--- src/rtl/round_reset_seq.sv ---
// Between-round playfield sequencer: freeze, clear, blank hold, restart.
// A win line held high for LOCK_CYCLES consecutive cycles ends the game.
module round_reset_seq #(
  parameter int CLEAR_CYCLES = 2,
  parameter int HOLD_CYCLES  = 8,
  parameter int LOCK_CYCLES  = 3,
  parameter int LOSS_W       = 4
) (
  input  logic              clk,
  input  logic              reset,
  input  logic              win,
  input  logic              collision,
  output logic              field_clear,
  output logic              freeze,
  output logic              round_start,
  output logic              game_over,
  output logic [LOSS_W-1:0] loss_cnt,
  output logic [1:0]        dbg_state
);

  localparam int PHASE_MAX = (CLEAR_CYCLES > HOLD_CYCLES) ? CLEAR_CYCLES : HOLD_CYCLES;
  localparam int PHASE_W   = $clog2(PHASE_MAX + 1);
  localparam int RUN_W     = $clog2(LOCK_CYCLES + 1);

  localparam logic [PHASE_W-1:0] CLEAR_LOAD = PHASE_W'(CLEAR_CYCLES - 1);
  localparam logic [PHASE_W-1:0] HOLD_LOAD  = PHASE_W'(HOLD_CYCLES - 1);
  localparam logic [RUN_W-1:0]   RUN_LOCK   = RUN_W'(LOCK_CYCLES);
  localparam logic [LOSS_W-1:0]  LOSS_MAX   = '1;

  typedef enum logic [1:0] {
    PLAY  = 2'd0,
    CLEAR = 2'd1,
    HOLD  = 2'd2,
    OVER  = 2'd3
  } state_t;

  state_t             state_q, state_d;
  logic [PHASE_W-1:0] phase_q, phase_d;
  logic [RUN_W-1:0]   win_run_q, win_run_d;
  logic [LOSS_W-1:0]  loss_q, loss_d;
  logic               round_start_d;
  logic               lock_hit;

  always_ff @(posedge clk or negedge reset) begin
    if (!reset) begin
      state_q     <= PLAY;
      phase_q     <= '0;
      win_run_q   <= '0;
      loss_q      <= '0;
      round_start <= 1'b0;
    end else begin
      state_q     <= state_d;
      phase_q     <= phase_d;
      win_run_q   <= win_run_d;
      loss_q      <= loss_d;
      round_start <= round_start_d;
    end
  end

  always_comb begin
    win_run_d     = '0;
    lock_hit      = 1'b0;
    state_d       = state_q;
    phase_d       = phase_q;
    loss_d        = loss_q;
    round_start_d = 1'b0;

    // Win streak runs in every state; lock fires on the edge that samples the last win of the run.
    if (win) begin
      win_run_d = (win_run_q == RUN_LOCK) ? RUN_LOCK : win_run_q + 1'b1;
    end
    lock_hit = (win_run_d == RUN_LOCK);

    case (state_q)
      PLAY: begin
        if (win || collision) begin
          state_d = CLEAR;
          phase_d = CLEAR_LOAD;
          if (!win && (loss_q != LOSS_MAX)) begin
            loss_d = loss_q + 1'b1;
          end
        end
      end
      CLEAR: begin
        if (phase_q == '0) begin
          state_d = HOLD;
          phase_d = HOLD_LOAD;
        end else begin
          phase_d = phase_q - 1'b1;
        end
      end
      HOLD: begin
        if (phase_q == '0) begin
          state_d       = PLAY;
          phase_d       = '0;
          round_start_d = 1'b1;
        end else begin
          phase_d = phase_q - 1'b1;
        end
      end
      OVER: begin
        state_d = OVER;
      end
      default: begin
        state_d = PLAY;
        phase_d = '0;
      end
    endcase

    // Terminal win overrides any in-flight clear/hold timing.
    if (lock_hit) begin
      state_d       = OVER;
      phase_d       = '0;
      round_start_d = 1'b0;
    end
  end

  assign field_clear = (state_q == CLEAR) || (state_q == OVER);
  assign freeze      = (state_q != PLAY);
  assign game_over   = (state_q == OVER);
  assign loss_cnt    = loss_q;
  assign dbg_state   = state_q;

endmodule

--- config.mk ---
export PLATFORM = sky130hd
export DESIGN_NAME = round_reset_seq
export DESIGN_NICKNAME = d
export VERILOG_FILES = /design/src/rtl/round_reset_seq.sv
export SDC_FILE = /design/constraint.sdc
export NUM_CORES = 1
export LEC_CHECK = 0
export CAP_MARGIN = 20
export CORE_MARGIN = 2
export CORE_UTILIZATION = 48
export DETAILED_ROUTE_END_ITERATION = 10
export PLACE_DENSITY = 0.86
export RECOVER_POWER = 100
export SLEW_MARGIN = 20
export SYNTH_ARGS = -nofsm -noshare
export SYNTH_HDL_FRONTEND = slang
export SYNTH_SLANG_ARGS = --single-unit
--- constraint.sdc ---
create_clock -name clk -period 1.9 [get_ports clk]
set_input_delay 0.475 -clock clk [delete_from_list [all_inputs] [get_ports clk]]
set_output_delay 0.475 -clock clk [all_outputs]
set_load 0.005 [all_outputs]
Yosys cells after proc, flatten, opt, wreduce, memory -nomap -nowiden
Index checks and enable logic that the tools add are counted. W data, S select, Z words.

Flip-flop bits (word level): 13. Input port bits: 4. Output and inout bits: 10. Word-level logic and storage cells: 43.

Add/subtract/negate cells: 3. Eq/ne operators: 9. Multiplexer cells: 15. Reduce and logical (&&, ||, !) cells: 11.

Operators with widths (number): $mux W4 (4); $mux W2 (6); $pmux W4 S3 (1); $ne A3 B3 Y1 const B (3); $eq A2 B2 Y1 const B (4); $pmux W2 S4 (1); $reduce_and A3 Y1 (2); $add A4 B1 Y4 const B (1); $logic_not A4 Y1 (1); $ne A4 B4 Y1 const B (1); $reduce_bool A4 Y1 (1); $sub A4 B1 Y4 const B (1); $mux W1 (3); $add A2 B1 Y2 const B (1); $eq A2 B1 Y1 const B (1); $logic_not A2 Y1 (1); $logic_or A1 B1 Y1 (2); $reduce_and A2 Y1 (1); $reduce_bool A2 Y1 (1); $logic_and A1 B1 Y1 (1); $logic_not A1 Y1 (1).

Logic depth before layout (Yosys ltp)
Gate-level depths: netlist (run 1).

Word-level depth: 6. Gate-level depth with buffers: 5. Gate-level depth less buffers: 5.

Worst setup path before layout (run 1)
No wires, ideal clock.

Kind: register -> register. Start point: register state_q[0] (netlist: dbg_state[0]). End point: register state_q[0] (netlist: dbg_state[0]). Data arrival time: 1.410 ns. Data required time: 1.779 ns. Path slack: 0.369 ns. Cell stages (with the launch flop): 6. Buffers on the path: 0. Period minus slack after synthesis: 1.531 ns. Path through: dfrtp_1 inv_1 ha_1 or3b_1 o31a_1 o22a_1.

Cells in the longest elaborated chain, start to end: 3. Elaborated cells between the ends (all ways): 10. Those cells by class: eq/ne: 6; mux: 2; reduce/logical: 2.

RTL lines: start: declaration (line 37) `state_t state_q, state_d;`; start signal: assignment (line 52) `state_q <= state_d;`; $eq A2 B2 Y1, or another cell as far along (line 74) `case (state_q)`; $pmux W2 S4 / $ne A3 B3 Y1 (equally long branches); $mux W2 / $reduce_and A3 Y1 (equally long branches).

Several ways; a longest one is shown, not always the timed one. A chain may end at the register's enable or synchronous reset.

Final worst setup path (run 1)
Start point: register state_q[0] (netlist: dbg_state[0]). End point: output field_clear.

Cells in the longest elaborated chain, start to end: 2. Elaborated cells between the ends (all ways): 3. Those cells by class: eq/ne: 2; reduce/logical: 1.

RTL lines: $eq A2 B1 Y1 / $eq A2 B2 Y1 (equally long branches) (line 118) `assign field_clear = (state_q == CLEAR) || (state_q == OVER);`; $logic_or A1 B1 Y1 (*) (line 118); end: declaration (line 13) `output logic field_clear,`.

Every way passes the cells marked *; elsewhere a longest branch is shown, timed or not.

==> Implementation_results.wiki, run 1 <==
{| class="wikitable"
! Metric !! Value
|-
| Result of the run || finished clean
|-
| DRT Pass-1 Iters || 4
|-
| Number of DRC violations after detailed routing || 0
|-
| Worst hold-check path type || reg2reg
|-
| Crit. End Element || primary output
|-
| Post-route worst setup slack || 82.25 ps
|-
| Cell area after synthesis || 747.0 sq um
|-
| Max Freq || 550.1 MHz
|-
| Clock tree from TritonCTS || done
|-
| Overflow left after global routing || 0
|-
| Total power divided by cell area || 1581 nW/um^2
|-
| HPWL after detailed placement || 1.197 mm
|-
| Psw || 0.6071 mW
|-
| FF-to-FF path depth || 6
|-
| Worst reg2reg setup slack || 120 ps
|-
| Pint || 0.9633 mW
|-
| Wire length of the first global-routing pass || 2.656 mm
|-
| Fin nets || 106
|-
| Count of cell types in the netlist || 33
|-
| Critical path startpoint category || register
|-
| Fin. Hold Viols || 0
|-
| Final critical-path required period || 1818 ps
|-
| Number of buffers created by CTS || 3
|-
| Largest fanout on the critical path || 3
|-
| Top-level port count || 14
|-
| YS warnings || 0
|-
| Post-synthesis average cell area || 10.83 sq um
|-
| Setup TNS after final layout || 0 ps
|-
| Core ar. || 1489 sq um
|-
| Antenna cell count || 0
|-
| Fraction of the yosys area taken by sequential cells || 0.4355
|-
| Standard cell area after detailed placement || 957.2 sq um
|-
| Antenna violations before repair || 0
|-
| Clock tree sinks || 13
|-
| Vias after detailed routing || 644
|-
| Count of non-filler cells in the finished layout || 112
|-
| Worst rel slew slack || 0.6071
|-
| Clock tree skew after final layout || 1.571 ps
|-
| Final Routed Wirelength || 1.569 mm
|-
| Area of all placed cells without fillers || 993.5 sq um
|-
| CTS hold repair buffers || 0
|-
| Die height || 43.45 um
|-
| Final routed wire length divided by cell count || 14.01 um
|-
| Worst Hold Depth || 1
|-
| Residual antenna-violating net count after detailed routing || 0
|-
| Total Routing Usage GR || 0.1906
|-
| Largest vdd supply drop || 955.6 uV
|-
| Worst path arrival time || 1340 ps
|-
| Final-report setup violation count || 0
|-
| Portion of the clock cycle consumed by the worst path in the final layout || 0.9567
|-
| Clock Pin Slew Worst Setup and Hold Paths || 80 ps
|-
| Sequential share of power || 0.301
|-
| Starting density of the core || 0.5017
|-
| Relative contribution of the clock network to total power || 0.109
|-
| CTS Root Cell || sky130_fd_sc_hd__clkbuf_4
|-
| Number of violations of the max-capacitance limit || 0
|-
| Worst setup timing slack at the placement stage || -45.88 ps
|-
| Maximum clock path buffer count || 2
|-
| Number of pins exceeding their max-slew limit in the final report || 0
|-
| Area grow syn2layout || 33.00%
|-
| Pin count of the biggest net entering global routing || 14
|-
| Number of port buffers || 13
|-
| Required time at the endpoint of the critical path || 1420 ps
|-
| Setup repair after global routing missed its margin || false
|-
| Chip Width || 43.45 um
|-
| Type of the worst setup path || reg2out
|-
| Via count of the first global-routing pass || 639
|-
| Net count of the mapped netlist || 78
|-
| Leakage power figure || 0.4434 nW
|-
| Cells after Synth || 69
|-
| GPL Wtd Cong || 0.8453
|-
| Placed Cells || 106
|-
| Part of the power in combinational logic || 0.590
|-
| Number of placement rows || 14
|-
| Share of final-layout standard cells stronger than drive strength 1 || 0.2396
|-
| Sw Ratio || 0.3866
|-
| Via density || 5.750
|-
| Register bit total from synthesis || 13
|-
| Clock H-tree levels || 1
|-
| Slew of the pin with the lowest slew margin || 587.4 ps
|-
| DRC marker count from the first detailed-route iteration || 18
|-
| Worst-Skew Late Latency || 270 ps
|-
| Die ar. || 1888 sq um
|}
==> cell usage after synthesis, drive strengths merged <==
master,instances,area [sq um]
dfrtp,13,325.3
inv,8,30.03
ha,5,62.56
nand4,3,18.77
o21a,3,22.52
xnor2,3,26.28
a2111oi,2,36.29
and3,2,12.51
nand3,2,10.01
nor2,2,7.510
nor3,2,10.01
o21ai,2,10.01
o22a,2,17.52
o22ai,2,12.51
or2,2,12.52
a211oi,1,7.510
a21boi,1,7.510
a2bb2oi,1,8.760
a311oi,1,8.760
and2,1,8.760
and2b,1,8.760
mux2,1,11.26
nand2,1,3.750
nand2b,1,6.260
nor3b,1,7.510
nor4,1,6.260
o211ai,1,7.510
o311a,1,10.01
o31a,1,8.760
o31ai,1,12.51
or3b,1,8.760
==> layout make-up <==
class / instances / area, sq um
Clock buffer: 4 / 26.28
Tap cell: 16 / 20.02
Sequential cell: 13 / 325.3
Multi-Input combinational cell: 48 / 399.1
Inverter: 8 / 30.03
Fill cell: 112 / 495.5
Timing Repair Buffer: 23 / 192.7
==> placed cells by master, fill, tap and decap left out, drive strengths merged, types with 3 or more instances in the layout <==
master / n
clkbuf: 14
clkdlybuf4s50: 3
dfrtp: 13
dlygate4sd3: 7
ha: 5
inv: 8
nand4: 3
o21a: 3
xnor2: 3
==> critical path, stage by stage (launching register included) <==
cell and delay (ps):
sky130_fd_sc_hd__dfrtp_1 410, sky130_fd_sc_hd__clkbuf_4 150, sky130_fd_sc_hd__ha_2 170, sky130_fd_sc_hd__or2_4 230, sky130_fd_sc_hd__clkbuf_2 110
==> power by group through the flow <==
stage	combinational [mW]	clock [mW]	sequential, mW
6_report	0.927	0.171	0.472
5_1_grt	1.02	0.189	0.486
4_1_cts	0.950	0.178	0.473
3_5_place_dp	0.927	0	0.479
3_3_place_gp	0.906	0	0.471
2_1_floorplan	0.552	0	0.471
==> per-stage QoR <==
step / hold WS, ps / utilization / power (mW)
finish: 478.2 / 0.6672 / 1.570
global route: 525.5 / 0.6672 / 1.697
CTS: 490.2 / 0.6714 / 1.601
detailed placement: 479.3 / 0.6429 / 1.406
global placement: 442.0 / 0.6429 / 1.377
floorplan: 179.4 / - / 1.022
==> registers in the layout (all words and copies together) (netlist names) <==
name and count:
loss_cnt 4, round_start 1, phase_q 4, dbg_state 2, win_run_q 2
==> path summary, 6_finish.rpt <==
path | startpoint | end
worst max register to register | dbg_state[1] | phase_q[3]
worst max-delay path | dbg_state[0] | field_clear
worst min-delay path | win_run_q[0] | win_run_q[0]
min in group asynchronous | reset | phase_q[1]
max in group asynchronous | reset | phase_q[0]
worst min register to register | win_run_q[0] | win_run_q[0]
==> cells by family (layout without fill, tap and decap cells) <==
group,count (synthesis),count (layout),synth area share
simple gates,20,20,0.1625
compound gates,19,19,0.2278
flops,13,13,0.4355
buf+inv,8,35,0.04020
fa+ha+maj,5,5,0.08375
xor+xnor,3,3,0.03518
mux,1,1,0.01507
==> routing by layer <==
layer	global-route usage	share of wire
met1	0.2454	0.46
met2	0.2985	0.49
met3	0.03750	0.038
met4	0.1091	0.015
met5	0	0
==> repair_timing <==
action,CTS,global route
endpoints found under the setup margin,2,2
buffers inserted,2,0
gates resized for setup,5,5
(Power assumes the default switching activity.)
==> run 2, diff against run 1 <==
--- a/config.mk
+++ b/config.mk
@@ -8,7 +8,9 @@
 export CAP_MARGIN = 20
 export CORE_MARGIN = 2
 export CORE_UTILIZATION = 48
+export CTS_CLUSTER_SIZE = 40
 export DETAILED_ROUTE_END_ITERATION = 10
+export MAX_ROUTING_LAYER = met4
 export PLACE_DENSITY = 0.86
 export RECOVER_POWER = 100
 export SLEW_MARGIN = 20
==> results of run 2 <==
Final layout, timing and power as in run 1 (identical DEF).
Main changes from that run: final weighted congestion in routability-driven placement 0.8453 -> 0.8586; overall routing resource usage 0.1906 -> 0.1966
